`src/rtl/pipe_stage_reg_pkg.sv`:
```
// Shared definitions for the pipe_stage_reg elastic pipeline register chain.
// Holds the statistics counter width, the occupancy width helper and the
// parameter legality check used by the top module at elaboration time.
package pipe_stage_reg_pkg;

  // Width of the optional transfer / backpressure statistics counters.
  localparam int STAT_W = 32;

  // Bits needed to count 0..stages valid slots.
  function automatic int OCC_W(input int stages);
    return $clog2(stages + 1);
  endfunction

  // Legal configurations: at least one payload bit and at least one slot.
  function automatic bit pipe_params_ok(input int width, input int stages);
    return (width >= 1) && (stages >= 1);
  endfunction

endpackage

```
`src/rtl/pipe_slot.sv`:
```
// One register slot of the pipeline chain: a valid bit plus a payload word.
// The payload only loads when a valid item arrives, so the data of an empty
// slot keeps whatever it last carried (the output data holds while empty).
module pipe_slot #(
  parameter int WIDTH = 32
) (
  input  logic             clk,
  input  logic             reset_n,
  input  logic             load,
  input  logic             clr,
  input  logic             src_valid,
  input  logic [WIDTH-1:0] src_data,
  output logic             valid,
  output logic [WIDTH-1:0] data
);

  // Valid bit: clear wins over load; on load it copies the upstream valid.
  always_ff @(posedge clk or negedge reset_n) begin
    if (!reset_n) begin
      valid <= 1'b0;
    end else if (clr) begin
      valid <= 1'b0;
    end else if (load) begin
      valid <= src_valid;
    end
  end

  // Payload: captured only when a valid item moves in; never cleared by clr.
  always_ff @(posedge clk or negedge reset_n) begin
    if (!reset_n) begin
      data <= '0;
    end else if (load && src_valid && !clr) begin
      data <= src_data;
    end
  end

endmodule

```
`src/rtl/pipe_stage_reg.sv`:
```
// Parametrised elastic pipeline register chain with valid/ready handshake,
// bubble collapsing, stall (freeze) and flush (invalidate all slots).
// Optional statistics counters are built when PIPE_STAGE_REG_STATS_EN is
// defined; the default build omits those ports and their logic.
module pipe_stage_reg
  import pipe_stage_reg_pkg::*;
#(
  parameter int WIDTH  = 32,
  parameter int STAGES = 3
) (
  input  logic                      clk,
  input  logic                      reset_n,
  input  logic                      in_valid,
  output logic                      in_ready,
  input  logic [WIDTH-1:0]          in_data,
  output logic                      out_valid,
  input  logic                      out_ready,
  output logic [WIDTH-1:0]          out_data,
  input  logic                      stall,
  input  logic                      flush,
  output logic [OCC_W(STAGES)-1:0]  occupancy
`ifdef PIPE_STAGE_REG_STATS_EN
  ,
  output logic [STAT_W-1:0]         stat_xfers,
  output logic [STAT_W-1:0]         stat_bp
`endif
);

  localparam int OW = OCC_W(STAGES);
  localparam logic [OW-1:0] OCC_ONE = OW'(1);

  // Reject illegal configurations while elaborating.
  if (!pipe_params_ok(WIDTH, STAGES)) begin : g_bad_params
    $error("pipe_stage_reg: WIDTH and STAGES must both be at least 1");
  end

  logic [STAGES-1:0]            slot_valid;
  logic [STAGES-1:0][WIDTH-1:0] slot_data;
  logic [STAGES-1:0]            rdy;
  logic                         advance;
  logic                         in_xfer;
  logic                         out_xfer;
  logic [OW-1:0]                occ_reg;
  logic [OW-1:0]                occ_next;

  // Transfers happen only when neither freeze nor clear is requested.
  assign advance = !stall && !flush;

  // Ready chain: a slot can take new contents if it is empty or its
  // occupant moves on this cycle, which lets items close up bubbles.
  assign rdy[STAGES-1] = !slot_valid[STAGES-1] || out_ready;

  genvar gi;
  for (gi = 0; gi < STAGES - 1; gi++) begin : g_rdy
    assign rdy[gi] = !slot_valid[gi] || rdy[gi+1];
  end

  // Upstream handshake; held low while reset is asserted.
  assign in_ready = reset_n && rdy[0] && advance;
  assign in_xfer  = in_valid && in_ready;

  // Downstream handshake straight from the last slot's registers.
  assign out_valid = slot_valid[STAGES-1] && advance;
  assign out_data  = slot_data[STAGES-1];
  assign out_xfer  = out_valid && out_ready;

  // Slot array: slot 0 faces the input, slot STAGES-1 faces the output.
  for (gi = 0; gi < STAGES; gi++) begin : g_slot
    logic             src_valid;
    logic [WIDTH-1:0] src_data;

    if (gi == 0) begin : g_head
      assign src_valid = in_xfer;
      assign src_data  = in_data;
    end else begin : g_body
      assign src_valid = slot_valid[gi-1];
      assign src_data  = slot_data[gi-1];
    end

    pipe_slot #(
      .WIDTH (WIDTH)
    ) u_slot (
      .clk       (clk),
      .reset_n   (reset_n),
      .load      (rdy[gi] && advance),
      .clr       (flush),
      .src_valid (src_valid),
      .src_data  (src_data),
      .valid     (slot_valid[gi]),
      .data      (slot_data[gi])
    );
  end

  // Occupancy next value: flush empties, a lone input or output moves by one.
  always_comb begin
    occ_next = occ_reg;
    if (flush) begin
      occ_next = '0;
    end else if (in_xfer && !out_xfer) begin
      occ_next = occ_reg + OCC_ONE;
    end else if (!in_xfer && out_xfer) begin
      occ_next = occ_reg - OCC_ONE;
    end
  end

  // Occupancy register.
  always_ff @(posedge clk or negedge reset_n) begin
    if (!reset_n) begin
      occ_reg <= '0;
    end else begin
      occ_reg <= occ_next;
    end
  end

  assign occupancy = occ_reg;

`ifdef PIPE_STAGE_REG_STATS_EN
  logic [STAT_W-1:0] stat_xfers_reg;
  logic [STAT_W-1:0] stat_bp_reg;
  logic              bp_cycle;

  // Backpressure: the output holds an item the consumer refuses.
  assign bp_cycle = slot_valid[STAGES-1] && !out_ready && advance;

  // Saturating statistics counters; only reset clears them.
  always_ff @(posedge clk or negedge reset_n) begin
    if (!reset_n) begin
      stat_xfers_reg <= '0;
      stat_bp_reg    <= '0;
    end else begin
      if (out_xfer && !(&stat_xfers_reg)) begin
        stat_xfers_reg <= stat_xfers_reg + STAT_W'(1);
      end
      if (bp_cycle && !(&stat_bp_reg)) begin
        stat_bp_reg <= stat_bp_reg + STAT_W'(1);
      end
    end
  end

  assign stat_xfers = stat_xfers_reg;
  assign stat_bp    = stat_bp_reg;
`endif

endmodule

```
`config.mk`:
```
export PLATFORM = sky130hd
export DESIGN_NAME = pipe_stage_reg
export DESIGN_NICKNAME = d
export VERILOG_FILES = /design/src/rtl/pipe_stage_reg_pkg.sv /design/src/rtl/pipe_slot.sv /design/src/rtl/pipe_stage_reg.sv
export SDC_FILE = /design/constraint.sdc
export NUM_CORES = 1
export LEC_CHECK = 0
export CORE_MARGIN = 5
export CORE_UTILIZATION = 55
export CTS_BUF_LIST = sky130_fd_sc_hd__clkbuf_8
export CTS_CLUSTER_SIZE = 8
export DETAILED_ROUTE_END_ITERATION = 6
export PLACE_DENSITY = 0.87
export SYNTH_ARGS = -nofsm -noshare
export SYNTH_HDL_FRONTEND = slang
export SYNTH_HIERARCHICAL = 1
export SYNTH_SLANG_ARGS = --single-unit
```
`constraint.sdc`:
```
create_clock -name clk -period 2.4 [get_ports clk]
set_clock_uncertainty 0.15 [all_clocks]
set_input_delay 0.24 -clock clk [delete_from_list [all_inputs] [get_ports clk]]
set_output_delay 0.24 -clock clk [all_outputs]
set_load 0.005 [all_outputs]
```
==> results.md <==
- PortBufs: 73
- Drc violations: 0
- Antenna Violating Nets Remaining: 0
- CP Launch Type: flip-flop
- CP endpoint kind: primary output
- Top sig layer: met4
- Area Growth Syn to Fin: 25.1%
- Final Hold Viols: 0
- Largest family of logic cells by synthesized area: multiplexers
- Post-synthesis mux area share: 0.339
- Clk Latency, worst-skew pair: 0.35 ns
- TritonCTS clock tree: built
- Post-Synth Adder-Cell Area: 0
- GR Overflow Total: 0
- Compound-Gate Fraction of Synth Area: 0.00988
- # diodes: 0
- Total GRT Usage: 0.166
- FF/Latch Area: 0.00253 mm2
- Reg2Reg Setup Slack: 0.49 ns
- Total routed wirelength: 7530 um
- Die area: 0.00969 mm2
- Die extent in x: 98.5 um
- Vias in the first global route: 2,502
- Biggest area consumer among synthesized cells: dfrtp_1
- Share of layout cells above drive strength 1: 0.396
- Leak: 2.85 nW
- Metal2 WL: 3710 um
- Pwr Total: 3.22 mW
- Synth area leaders: dfrtp_1, mux2_4, buf_6
- Slew Limit Fails: 0
- Sequential share of the synthesized area: 0.587
- Crit path max fanout: 5
- Yosys reg bits: 101
- Slew headroom: 0.504
- DP HPWL: 5190 um
- RSZ-0062 raised after global routing: false
- Yosys cell types: 19
- CP required: 2.01 ns
- Setup CP Type: reg -> out
- Core area: 0.00769 mm2
- Layout Utilization: 0.701
- Clk pin slew, worst setup/hold paths: 0.09 ns
- Vias: 2,187
- Fin crit period: 2.30 ns
- Initial DRC Count: 48
- Post-Syn Nets: 273
- DR WL met3: 253 um
- Syn. warnings: 6
- Max Fclk: 435 MHz
- Commonest non-fill, non-tap cells in the layout: dfrtp_1, mux2_4, clkdlybuf4s50_1
- I/O pin total: 74
- Worst-Margin Slew: 0.744 ns
- CTS buffer count: 9
- Simple-Gate Fraction of Synth Area: 0.0311
- Multi-input logic area: 0.00168 mm2
- Routed length on met1: 3440 um
- Tcrit/Tclk final: 0.959
- Starting Density: 0.560
- Initial antenna violation count: 0
- H-tree depth: 3
- Crit path DAT: 1.91 ns
- Gate Count Post-Synth: 235
- Final setup fails: 0
- Wire per inst: 17.7 um
- DIE HEIGHT: 98.5 um
- Pin count of the biggest net entering global routing: 63
- Worst Hold Class: in -> reg
- Post-synthesis cell area: 0.00430 mm2
- First-pass GRT wire length: 13,000 um
- Row count: 32
- Synth Area in XOR/XNOR: 0.00814
- Post-synth top area share: 0.587
- Fin nets: 357
- Mean Syn Cell Area: 18.3 um2
- Fillers: 526
- CTS Root Cell: clkbuf_8
- Power per cell area: 597 mW/mm2
- Commonest non-fill, non-tap cell in the layout: dfrtp_1
- Clock sink count: 101
- Post-CTS Setup Bufs: 0
- Clk buf depth: 2
- GP Congestion: 0.836
- Max rail drop VDD: 0.374 mV
- Status: finished, final reports clean
- Drt pass-1 iters: 2
- Vias/cell: 5.15
- Setup TNS: 0 ns
- Max cap viols: 0
-- routing by layer --
| layer | up-vias | GRT usage |
|---|---|---|
| met4 | 0 | 0.0588 |
| met1 | 1138 | 0.215 |
| met2 | 50 | 0.279 |
| met3 | 11 | 0.0361 |
| met5 | - | 0 |
| li1 | 988 | - |
-- synth_stat cells --
cell      number
a311oi_4       1
or2_4          1
dfrtp_1      101
nand2_1        1
a31oi_1        1
nor2b_2        1
nand3b_1       1
nand3b_4       3
mux2_2         7
o21ai_1        1
inv_1          1
and4bb_1       1
a21oi_1        1
mux2_4        90
mux2i_1        3
and2_1         1
nor2_1         7
xnor2_1        4
buf_6          9
-- metrics by stage --
step / hold WS, ns / cell area, um2 / std cells / setup WS, ns
after floorplan: -0.206 / 4300 / 235 / 0.544
after global placement: 0.216 / 5160 / 409 / 0.155
after detailed placement: 0.229 / 5160 / 409 / 0.125
after CTS: 0.329 / 5380 / 425 / 0.0180
after global routing: 0.336 / 5390 / 425 / 0.00972
final: 0.346 / 5390 / 425 / 0.0988
-- path summary, 6_finish.rpt --
path / startpoint / cells after the start / endpoint
setup / recovery: g_slot[2].u_slot/valid / 5 / in_ready
hold / removal: in_data[14] / 2 / g_slot[0].u_slot/data[14]
setup reg to reg: g_slot[2].u_slot/valid / 5 / g_slot[0].u_slot/data[17]
hold reg to reg: g_slot[0].u_slot/data[11] / 1 / g_slot[1].u_slot/data[11]
max in group asynchronous: reset_n / 3 / g_slot[1].u_slot/data[18]
min in group asynchronous: reset_n / 3 / g_slot[0].u_slot/data[2]
-- repair_timing --
item                                    in CTS  in global routing
hold buffers                                 1                  0
endpoints found under the setup margin       0                  1
resized for setup                            0                  2
endpoints found under the hold margin      101                  0
-- area by class of cell --
cell class | instances | area share
clock buffers | 9 | 0.0230
flip-flops and latches | 101 | 0.470
multi-input cells | 124 | 0.311
well taps | 102 | 0.0237
repair buffers | 82 | 0.155
clock inverters | 6 | 0.0165
inverters | 1 | 0.000697
-- report_power, final --
| part | switching, mW | total [mW] | internal, mW |
|---|---|---|---|
| registers | 0.0458 | 1.83 | 1.78 |
| clock network | 0.558 | 1.14 | 0.581 |
| logic | 0.0803 | 0.252 | 0.172 |
-- flip-flops by register name (all words and copies together) (netlist names) --
name	cells
occupancy	2
g_slot.u_slot/data	96
g_slot.u_slot/valid	3
-- cell families (layout without fill, tap and decap cells) --
| family | Yosys count | after routing |
|---|---|---|
| multiplexers | 100 | 100 |
| XOR/XNOR | 4 | 4 |
| buffers and inverters | 10 | 98 |
| flip-flops | 101 | 101 |
| AND/OR/NAND/NOR | 16 | 16 |
| AO/OA/AOI/OAI | 4 | 4 |
-- worst max-delay path: stages (launching register included) --
cell and delay [ns]:
dfrtp_2 0.46, nor2b_4 0.16, a31oi_1 0.17, buf_4 0.16, and2_1 0.13, clkdlybuf4s50_1 0.50
Power figures use the tool's default switching activity.
